## src/rtl/lc3_pipeline_stage5.sv

```systemverilog
// LC-3 writeback stage: negedge stage latch, posedge commit into the 8x16 register
// file and NZP register, with bypassed decode read ports and a retired-write counter.
module lc3_pipeline_stage5 #(
    parameter int NREG  = 8,
    parameter int CNT_W = 16
) (
    input  logic             clk,
    input  logic             reset,
    input  logic             stall,
    input  logic [19:0]      I_DR,
    input  logic [1:0]       I_WBtype,
    input  logic [15:0]      I_Res,
    input  logic [2:0]       I_CC,
    input  logic [2:0]       rd1_addr,
    input  logic [2:0]       rd2_addr,
    output logic [15:0]      rd1_data,
    output logic [15:0]      rd2_data,
    output logic [2:0]       CC,
    output logic             fw_valid,
    output logic [2:0]       fw_idx,
    output logic [15:0]      fw_data,
    output logic [CNT_W-1:0] retired
);

    logic [2:0]  idx;
    logic [1:0]  wbt;
    logic [15:0] res;
    logic [2:0]  mcc;
    logic [15:0] regs [NREG];

    // pending is set on the falling edge and cleared on the rising edge; a toggle
    // pair keeps each flop owned by exactly one clock edge.
    logic lat_tog;
    logic com_tog;
    logic pending;

    logic unused_dr;
    assign unused_dr = ^I_DR[15:0];

    assign pending = lat_tog ^ com_tog;

    always_ff @(negedge clk or posedge reset) begin
        if (reset) begin
            idx     <= 3'd0;
            wbt     <= 2'b00;
            res     <= 16'h0000;
            mcc     <= 3'b000;
            lat_tog <= 1'b0;
        end else if (!stall) begin
            idx     <= I_DR[18:16];
            wbt     <= I_WBtype;
            res     <= I_Res;
            mcc     <= I_CC;
            lat_tog <= com_tog ^ (I_DR[19] & (I_WBtype != 2'b00));
        end
    end

    always_ff @(posedge clk or posedge reset) begin
        if (reset) begin
            for (int i = 0; i < NREG; i++) begin
                regs[i] <= 16'h0000;
            end
            CC      <= 3'b010;
            retired <= '0;
            com_tog <= 1'b0;
        end else if (pending) begin
            regs[idx] <= res;
            com_tog   <= lat_tog;
            retired   <= retired + CNT_W'(1);
            case (wbt)
                2'b10: begin
                    if (res == 16'h0000) begin
                        CC <= 3'b010;
                    end else if (res[15]) begin
                        CC <= 3'b100;
                    end else begin
                        CC <= 3'b001;
                    end
                end
                2'b11:   CC <= mcc;
                default: CC <= CC;
            endcase
        end
    end

    assign rd1_data = (pending && (rd1_addr == idx)) ? res : regs[rd1_addr];
    assign rd2_data = (pending && (rd2_addr == idx)) ? res : regs[rd2_addr];

    assign fw_valid = pending;
    assign fw_idx   = idx;
    assign fw_data  = res;

endmodule

```

## config.mk

```make
export PLATFORM = sky130hd
export DESIGN_NAME = lc3_pipeline_stage5
export DESIGN_NICKNAME = d
export VERILOG_FILES = /design/src/rtl/lc3_pipeline_stage5.sv
export SDC_FILE = /design/constraint.sdc
export NUM_CORES = 1
export LEC_CHECK = 0
export CELL_PAD_IN_SITES_DETAIL_PLACEMENT = 1
export CELL_PAD_IN_SITES_GLOBAL_PLACEMENT = 1
export CORE_MARGIN = 5
export CORE_UTILIZATION = 35
export CTS_CLUSTER_DIAMETER = 80
export DETAILED_ROUTE_END_ITERATION = 12
export PLACE_DENSITY_LB_ADDON = 0.1
export SLEW_MARGIN = 20
export SYNTH_ARGS = -nofsm -noshare
export SYNTH_HDL_FRONTEND = slang
export SYNTH_SLANG_ARGS = --single-unit
```

## constraint.sdc

```tcl
create_clock -name clk -period 5.55 [get_ports clk]
set_input_delay 1.11 -clock clk [delete_from_list [all_inputs] [get_ports clk]]
set_output_delay 1.11 -clock clk [all_outputs]
set_load 0.01 [all_outputs]
```

* Word-level counts from Yosys, hierarchy flattened
Cells that the tools add are included.
** Word-level totals
- Bits in registers :: 173
- Input port bits :: 50
- Output and inout bits :: 71
- Word-level logic and storage cells :: 52
** Cells by class
- Add/subtract/negate cells :: 1
- Magnitude comparators :: 4
- Eq/ne operators :: 4
- Multiplexer cells :: 14
- Bitwise logic cells :: 6
- Reductions and logical operators :: 7
** Operators with widths (number)
- $bwmux 128 :: 1
- $mux 16 :: 7
- $bmux 16 s3 :: 2
- $demux 16 s3 :: 1
- $add 16x1->16 const B :: 1
- $logic_not 16->1 :: 1
- $ge 4x4->1 const B :: 3
- $not 3->4 :: 3
- $eq 3x3->1 :: 2
- $mux 3 :: 2
- $pmux 3 s2 :: 1
- $eq 2x2->1 const B :: 2
- $lt 4x1->1 const B :: 1
- $reduce_bool 2->1 :: 2
- $logic_and 1x1->1 :: 3
- $reduce_and 2->1 :: 1
- $xor 1x1->1 :: 2
- $and 1x1->1 :: 1

* Longest topological paths before layout
Gate-level depths: netlist of run 1.
- Word-level depth :: 6
- Depth in mapped cells :: 7
- Depth with buffers taken out :: 5

==> metrics.md, run 1 <==
| Metric | Value |
|---|---|
| Maximum VDD drop | `0.197 mV` |
| WL/cell | `24.7 um` |
| GRT Util Overall | `19.3%` |
| # setup viols final | `32` |
| Pleak | `0.00486 uW` |
| Fraction of power consumed by sequential logic | `39.1%` |
| Largest net degree at the start of global routing | `27` |
| Die area | `29400 um2` |
| Worst-Margin Slew | `0.570 ns` |
| Hold WC Path Type | `reg -> reg` |
| Die width | `171 um` |
| Bufs on Longest Clock Path | `2` |
| Relative slew margins | `62.0%` |
| Clk sinks | `173` |
| Crit path from | `lat_tog` |
| Detailed Route WL | `27500 um` |
| Pwr Density | `486 nW/um2` |
| Yosys warns | `0` |
| Worst path slowest cell | `dfrtn_1` |
| First-pass GRT wire length | `42700 um` |
| Psw | `1780 uW` |
| Syn avg cell area | `14.4 um2` |
| Sw Share | `31.9%` |
| EDFF count, synth | `0` |
| Top FF cell, synth | `dfrtp_1` |
| Crit path buf inv count | `4` |
| Dpl hpwl | `17700 um` |
| Grt ovf | `0` |
| Critical Path End Type | `output port` |
| Setup TNS | `-5.98 ns` |
| Core area | `25800 um2` |
| FF-to-FF setup slack | `0.66 ns` |
| Fin Clk Skew | `0.0322 ns` |
| Initial antenna violation count | `0` |
| ANT nets after route | `0` |
| Hold buffers post-CTS | `0` |
| Final hold vios | `0` |
| Gate Count Post-Synth | `635` |
| Sequential share of the synthesized area | `47.5%` |
| Initial Utilization | `35.3%` |
| Max incr delay on CP | `0.50 ns` |
| Clock slew at reported path FFs | `0.05 ns` |
| Finished Layout Cells | `1112` |
| Final setup margin | `-0.225 ns` |
| Worst-Skew Late Latency | `0.43 ns` |
| Vias/cell | `5.37` |
| CP top delay family | `buffers and inverters` |
| Failing checks | `setup timing` |
| Post-synthesis cell type count | `44` |
| CTS Buf Count | `17` |
| CP endpoint | `rd1_data[1]` |
| Fraction of layout cells with a size suffix above 1 | `49.5%` |
| Pwr Total | `5580 uW` |
| Area Overhead vs Synth | `25.9%` |
| Syn_nets | `686` |
| Layout Utilization | `44.4%` |
| Part of the power in the clock network | `23.7%` |
| Post-Place Cells | `1067` |
| H-tree levels | `4` |
| Cell taking the most area after synthesis | `dfrtp_1` |
| Status | `finished with violations` |
| Combinational power share | `37.1%` |
| Unrepaired setup endpoints after global routing | `yes` |
| Final GP Congestion | `0.750` |
| Area share of the largest cell type after synthesis | `40.3%` |
| Critical path class | `reg -> out` |
| CTS tree | `built` |
| R2R Path End | `regs[51]` |
| N_diodes | `0` |
| Port buffer count | `104` |
| Maximum net fanout on the critical path | `6` |
| Initial drt markers | `239` |
| Int Pwr | `3800 uW` |
| IO Count | `121` |
| Asr flop ratio synth | `100%` |
| Number of nets in the layout | `815` |
| Max Cap Viol | `0` |
| DRT Pass-1 Iters | `4` |
| WP depth | `8` |
| Final Max Slew Viols | `0` |
| DRC Markers | `0` |
| Most common cell after layout, fill and taps aside | `dfrtp_1` |
| Startpoint Class | `flop` |
| Most frequent cells in the layout | `dfrtp_1 (147), mux2_2 (138), mux4_2 (64), clkdlybuf4s50_1 (64), buf_4 (48)` |
| Number of synthesized register bits | `173` |
| Synth Cell Area | `9120 um2` |
| Root Buffer | `clkbuf_16` |
| Worst path cell trace | `xnor2_4 > inv_6 > nand4_1 > buf_6 > buf_12 > nor2_2 > a21oi_2 > buf_2` |
| R2r startpoint | `lat_tog` |
| WP data required | `4.44 ns` |
| Die H | `171 um` |
| Vias | `5975` |
| Largest cells by area after synthesis | `dfrtp_1 (40%), mux2_2 (17%), mux4_2 (16%)` |
| Vias in the first global route | `6910` |
| Site Rows | `59` |
| Reg2Reg Depth | `7` |
| Crit path DAT | `4.66 ns` |
==> worst reg2reg max path: cells and delay by family (launching register included) <==
kind | cells | cell delay [ns]
buffers and inverters | 4 | 0.81
flip-flops | 1 | 0.50
multiplexers | 1 | 0.40
AND/OR/NAND/NOR | 1 | 0.22
XOR/XNOR | 1 | 0.10
==> metrics by stage <==
| stage | setup slack [ns] | instance area (um2) | hold WS, ns |
|---|---|---|---|
| 6_report | -0.225 | 11500 | 0.464 |
| 5_1_grt | -0.319 | 11500 | 0.479 |
| 4_1_cts | -0.243 | 11400 | 0.465 |
| 3_5_place_dp | -0.192 | 10700 | 0.465 |
| 3_3_place_gp | -0.172 | 10700 | 0.461 |
| 2_1_floorplan | -0.426 | 9130 | 0.440 |
==> kinds of logic after synthesis <==
| group | after synthesis | synth area share, % |
|---|---|---|
| fa+ha+maj | 1 | 0.137 |
| buf+inv | 63 | 3.62 |
| compound gates | 43 | 2.47 |
| xor+xnor | 23 | 2.41 |
| flops | 173 | 47.5 |
| mux | 245 | 38.0 |
| simple gates | 87 | 5.86 |
==> how the worst min path moves through the flow <==
stage           start  endpoint  slack (ns)  cells past startpoint
6_report       mcc[1]    mcc[1]        0.46                      1
2_1_floorplan  mcc[2]    mcc[2]        0.44                      1
5_1_grt        mcc[1]    mcc[1]        0.48                      1
3_5_place_dp   mcc[1]    mcc[1]        0.46                      1
3_3_place_gp   mcc[2]    mcc[2]        0.46                      1
4_1_cts        mcc[1]    mcc[1]        0.46                      1
==> layer usage <==
| metal | part of all wire [%] | GRT usage [%] | vias up |
|---|---|---|---|
| met4 | 2.0 | 4.96 | 0 |
| li1 | - | - | 2623 |
| met1 | 45 | 26.3 | 3198 |
| met5 | 0 | 0 | - |
| met2 | 49 | 32.4 | 117 |
| met3 | 3.7 | 3.10 | 37 |
==> power groups by stage <==
stage | sequential, uW | combinational, uW | clock, uW
5_1_grt | 2260 | 2250 | 1410
3_5_place_dp | 2210 | 2130 | 0
2_1_floorplan | 2090 | 1410 | 0
3_3_place_gp | 2130 | 2080 | 0
6_report | 2180 | 2070 | 1330
4_1_cts | 2190 | 2080 | 1360
==> sequential cells by signal, summed over array words and instances (netlist names) <==
signal   count
mcc          3
fw_data     16
retired     16
regs       128
CC           3
fw_idx       3
lat_tog      1
wbt          2
com_tog      1
==> final cells by class <==
type | count | area [um2]
fillers | 2623 | 14400
multi-input cells | 399 | 4550
flip-flops and latches | 173 | 4330
repair buffers | 169 | 1520
clock buffers | 18 | 439
well taps | 335 | 419
clock inverters | 14 | 201
inverters | 4 | 23.8
==> what timing repair did <==
action	CTS	global route
pin swaps	4	1
resized for setup	170	10
setup endpoints to repair	37	34
buffers inserted	6	2
cloned	2	3
==> synthesized netlist by cell type, types with 2 or more instances <==
| cell | n |
|---|---|
| nand4b_4 | 2 |
| buf_6 | 4 |
| buf_2 | 25 |
| nor4b_4 | 2 |
| buf_1 | 5 |
| mux2i_1 | 33 |
| mux2_2 | 138 |
| a21oi_1 | 33 |
| buf_4 | 3 |
| mux2_4 | 8 |
| dfrtn_1 | 25 |
| mux2_1 | 2 |
| mux4_2 | 64 |
| nand3_1 | 4 |
| nand4_1 | 5 |
| nand2_1 | 18 |
| nor2_1 | 39 |
| dfrtp_1 | 147 |
| xnor2_1 | 16 |
| xor2_1 | 6 |
| o21ai_0 | 7 |
| nor4_1 | 4 |
| nor3_2 | 2 |
| clkbuf_1 | 21 |
| inv_1 | 3 |
Power figures use the tool's default switching activity.
==> run 2: changes to the inputs <==
CAP_MARGIN = 15   (was unset)
==> results of run 2 <==
Final layout, timing and power as in run 1 (identical DEF).
==> run 3: changes to the inputs <==
clock period = 5.3 ns   (was 5.55 ns; I/O delays follow)
==> run 3 against run 2 <==
Compared with the run above: the run still ends with setup timing left; final area rose by 2.9%; global-route usage rose by 0.63 points; core utilization increased by 1.3 points; die area is the same; clock skew grew 0.0014 ns; via count increased by 0.60%; non-clock buffer count rose by 10; total power rose by 3.8%; flip-flop and latch count did not move; worst hold slack worse by 0.0075 ns; largest cell class unchanged; largest power group unchanged; highest routed layer unchanged.
==> metrics.md, run 3 (synthesis results as in run 1) <==
| Metric | Value |
|---|---|
| Status | `finished with violations (unchanged)` |
| Failing checks | `setup timing (unchanged)` |
| Die area | `29400 um2 (unchanged)` |
| DRT Pass-1 Iters | `4 (unchanged)` |
| Area Overhead vs Synth | `29.5% (was 25.9%)` |
| Dpl hpwl | `17500 um (was 17700 um)` |
| Critical path class | `reg -> out (unchanged)` |
| Worst-Margin Slew | `0.618 ns (was 0.570 ns)` |
| Setup TNS | `-9.32 ns (was -5.98 ns)` |
| Pwr Total | `5800 uW (was 5580 uW)` |
| Post-Place Cells | `1067 (unchanged)` |
| Vias in the first global route | `6940 (was 6910)` |
| Core area | `25800 um2 (unchanged)` |
| Most frequent cells in the layout | `dfrtp_1 (147), mux2_2 (138), mux4_2 (64), clkdlybuf4s50_1 (60), buf_4 (48) (was dfrtp_1 (147), mux2_2 (138), mux4_2 (64), clkdlybuf4s50_1 (64), buf_4 (48))` |
| Final hold vios | `0 (unchanged)` |
| Sw Share | `32.7% (was 31.9%)` |
| Fraction of power consumed by sequential logic | `39.7% (was 39.1%)` |
| Most common cell after layout, fill and taps aside | `dfrtp_1 (unchanged)` |
| Largest register FFs | `128 (unchanged)` |
| Clk sinks | `173 (unchanged)` |
| GRT Util Overall | `19.9% (was 19.3%)` |
| Unrepaired setup endpoints after global routing | `yes (unchanged)` |
| Reg with most FFs | `regs (unchanged)` |
| Part of the power in the clock network | `21.0% (was 23.7%)` |
| Max Cap Viol | `0 (unchanged)` |
| Critical Path End Type | `output port (unchanged)` |
| Fin Clk Skew | `0.0336 ns (was 0.0322 ns)` |
| Vias | `6011 (was 5975)` |
| # setup viols final | `33 (was 32)` |
| Initial Utilization | `35.3% (unchanged)` |
| N_diodes | `0 (unchanged)` |
| Port buffer count | `104 (unchanged)` |
| Final GP Congestion | `0.760 (was 0.750)` |
| Psw | `1900 uW (was 1780 uW)` |
| Die H | `171 um (unchanged)` |
| Initial drt markers | `241 (was 239)` |
| Pleak | `0.00495 uW (was 0.00486 uW)` |
| FILL cells | `2579 (was 2623)` |
| Hold buffers post-CTS | `0 (unchanged)` |
| Pwr Density | `491 nW/um2 (was 486 nW/um2)` |
| Maximum VDD drop | `0.195 mV (was 0.197 mV)` |
| Number of nets in the layout | `825 (was 815)` |
| Finished Layout Cells | `1122 (was 1112)` |
| Clock slew at reported path FFs | `0.05 ns (about the same)` |
| Bufs on Longest Clock Path | `2 (unchanged)` |
| WP data required | `4.24 ns (was 4.44 ns)` |
| First-pass GRT wire length | `43500 um (was 42700 um)` |
| Die width | `171 um (unchanged)` |
| CTS Buf Count | `17 (unchanged)` |
| DRC Markers | `0 (unchanged)` |
| WL/cell | `25.0 um (was 24.7 um)` |
| Vias/cell | `5.36 (was 5.37)` |
| Grt ovf | `0 (unchanged)` |
| Site Rows | `59 (unchanged)` |
| Crit path DAT | `4.58 ns (was 4.66 ns)` |
| Final Max Slew Viols | `0 (unchanged)` |
| Worst-Skew Late Latency | `0.43 ns (about the same)` |
| Maximum net fanout on the critical path | `5 (was 6)` |
| Detailed Route WL | `28000 um (was 27500 um)` |
| Relative slew margins | `58.7% (was 62.0%)` |
| Pre-CTS setup slack | `-0.372 ns (was -0.192 ns)` |
| H-tree levels | `4 (unchanged)` |
| Initial antenna violation count | `0 (unchanged)` |
| Largest net degree at the start of global routing | `27 (unchanged)` |
| IO Count | `121 (unchanged)` |
| Root Buffer | `clkbuf_16 (unchanged)` |
| ANT nets after route | `0 (unchanged)` |
| Combinational power share | `39.3% (was 37.1%)` |
| Hold slack | `0.456 ns (was 0.464 ns)` |
| Hold WC Path Type | `reg -> reg (unchanged)` |
| CTS tree | `built (unchanged)` |
| Startpoint Class | `flop (unchanged)` |
| Int Pwr | `3900 uW (was 3800 uW)` |
| Fraction of layout cells with a size suffix above 1 | `53.7% (was 49.5%)` |
| Final setup margin | `-0.345 ns (was -0.225 ns)` |
[run 3: changes by cell type in the layout (fill, tap and decap cells not counted), moves of 5 or more]
cell            change
inv_6               -5
dlymetal6s2s_1      +6
nor2_1             -19
nor2_4             +22
a21oi_1            -13
buf_6               +7
a21oi_2            +11
[run 3: layout make-up]
class | count | area (um2) | area share [%]
clock buffer | 23 | 468 | 3.96
sequential | 173 | 4330 | 36.6
timing repair buffer | 179 | 1720 | 14.5
inverter | 4 | 23.8 | 0.201
tap | 335 | 419 | 3.55
multi-input combinational | 399 | 4770 | 40.4
clock inverter | 9 | 88.8 | 0.752
[run 3: power by group through the flow]
stage                     combinational (uW)  sequential (uW)  clock (uW)
after floorplan                         1550             2180           0
after global placement                  2260             2230           0
after CTS                               2290             2290        1250
after detailed placement                2320             2310           0
after global routing                    2460             2370        1310
final                                   2280             2300        1220
[run 3: per-layer routing]
| metal | routed length, um | global-route usage, % | up-vias |
|---|---|---|---|
| met5 | 0 | 0 | - |
| met4 | 360 | 4.99 | 0 |
| met3 | 1100 | 3.19 | 21 |
| met2 | 14100 | 33.2 | 123 |
| met1 | 12500 | 27.4 | 3229 |
| li1 | - | - | 2638 |
[run 3: worst paths after layout]
path	from	end	slack (ns)	cells after the start
max reg2reg	lat_tog	regs[80]	0.50	7
min	mcc[2]	mcc[2]	0.46	1
max in group asynchronous	reset	fw_data[13]	1.22	3
min reg2reg	mcc[2]	mcc[2]	0.46	1
min in group asynchronous	reset	retired[1]	1.31	3
max	lat_tog	rd1_data[14]	-0.34	9
[run 3: critical path: stages (launching register included)]
cell	delay, ns
dfrtn_1	0.50
xnor2_4	0.16
inv_6	0.04
nand4_1	0.09
buf_6	0.14
buf_6	0.13
buf_16	0.14
nor2_4	0.04
a21oi_4	0.15
buf_6	0.13
[run 3: repair_timing]
action                                  CTS  global route
endpoints found under the setup margin   41            38
gates cloned                              5             0
pin swaps                                 2             1
endpoints found under the hold margin     0             0
gates resized for setup                 180            27
buffers inserted                         13             6
[run 3: per-stage QoR]
step                      area, um2  utilization (%)
after global routing          11800             45.7
after global placement        10900             42.1
final                         11800             45.7
after CTS                     11700             45.2
after floorplan                9280                -
after detailed placement      10900             42.1
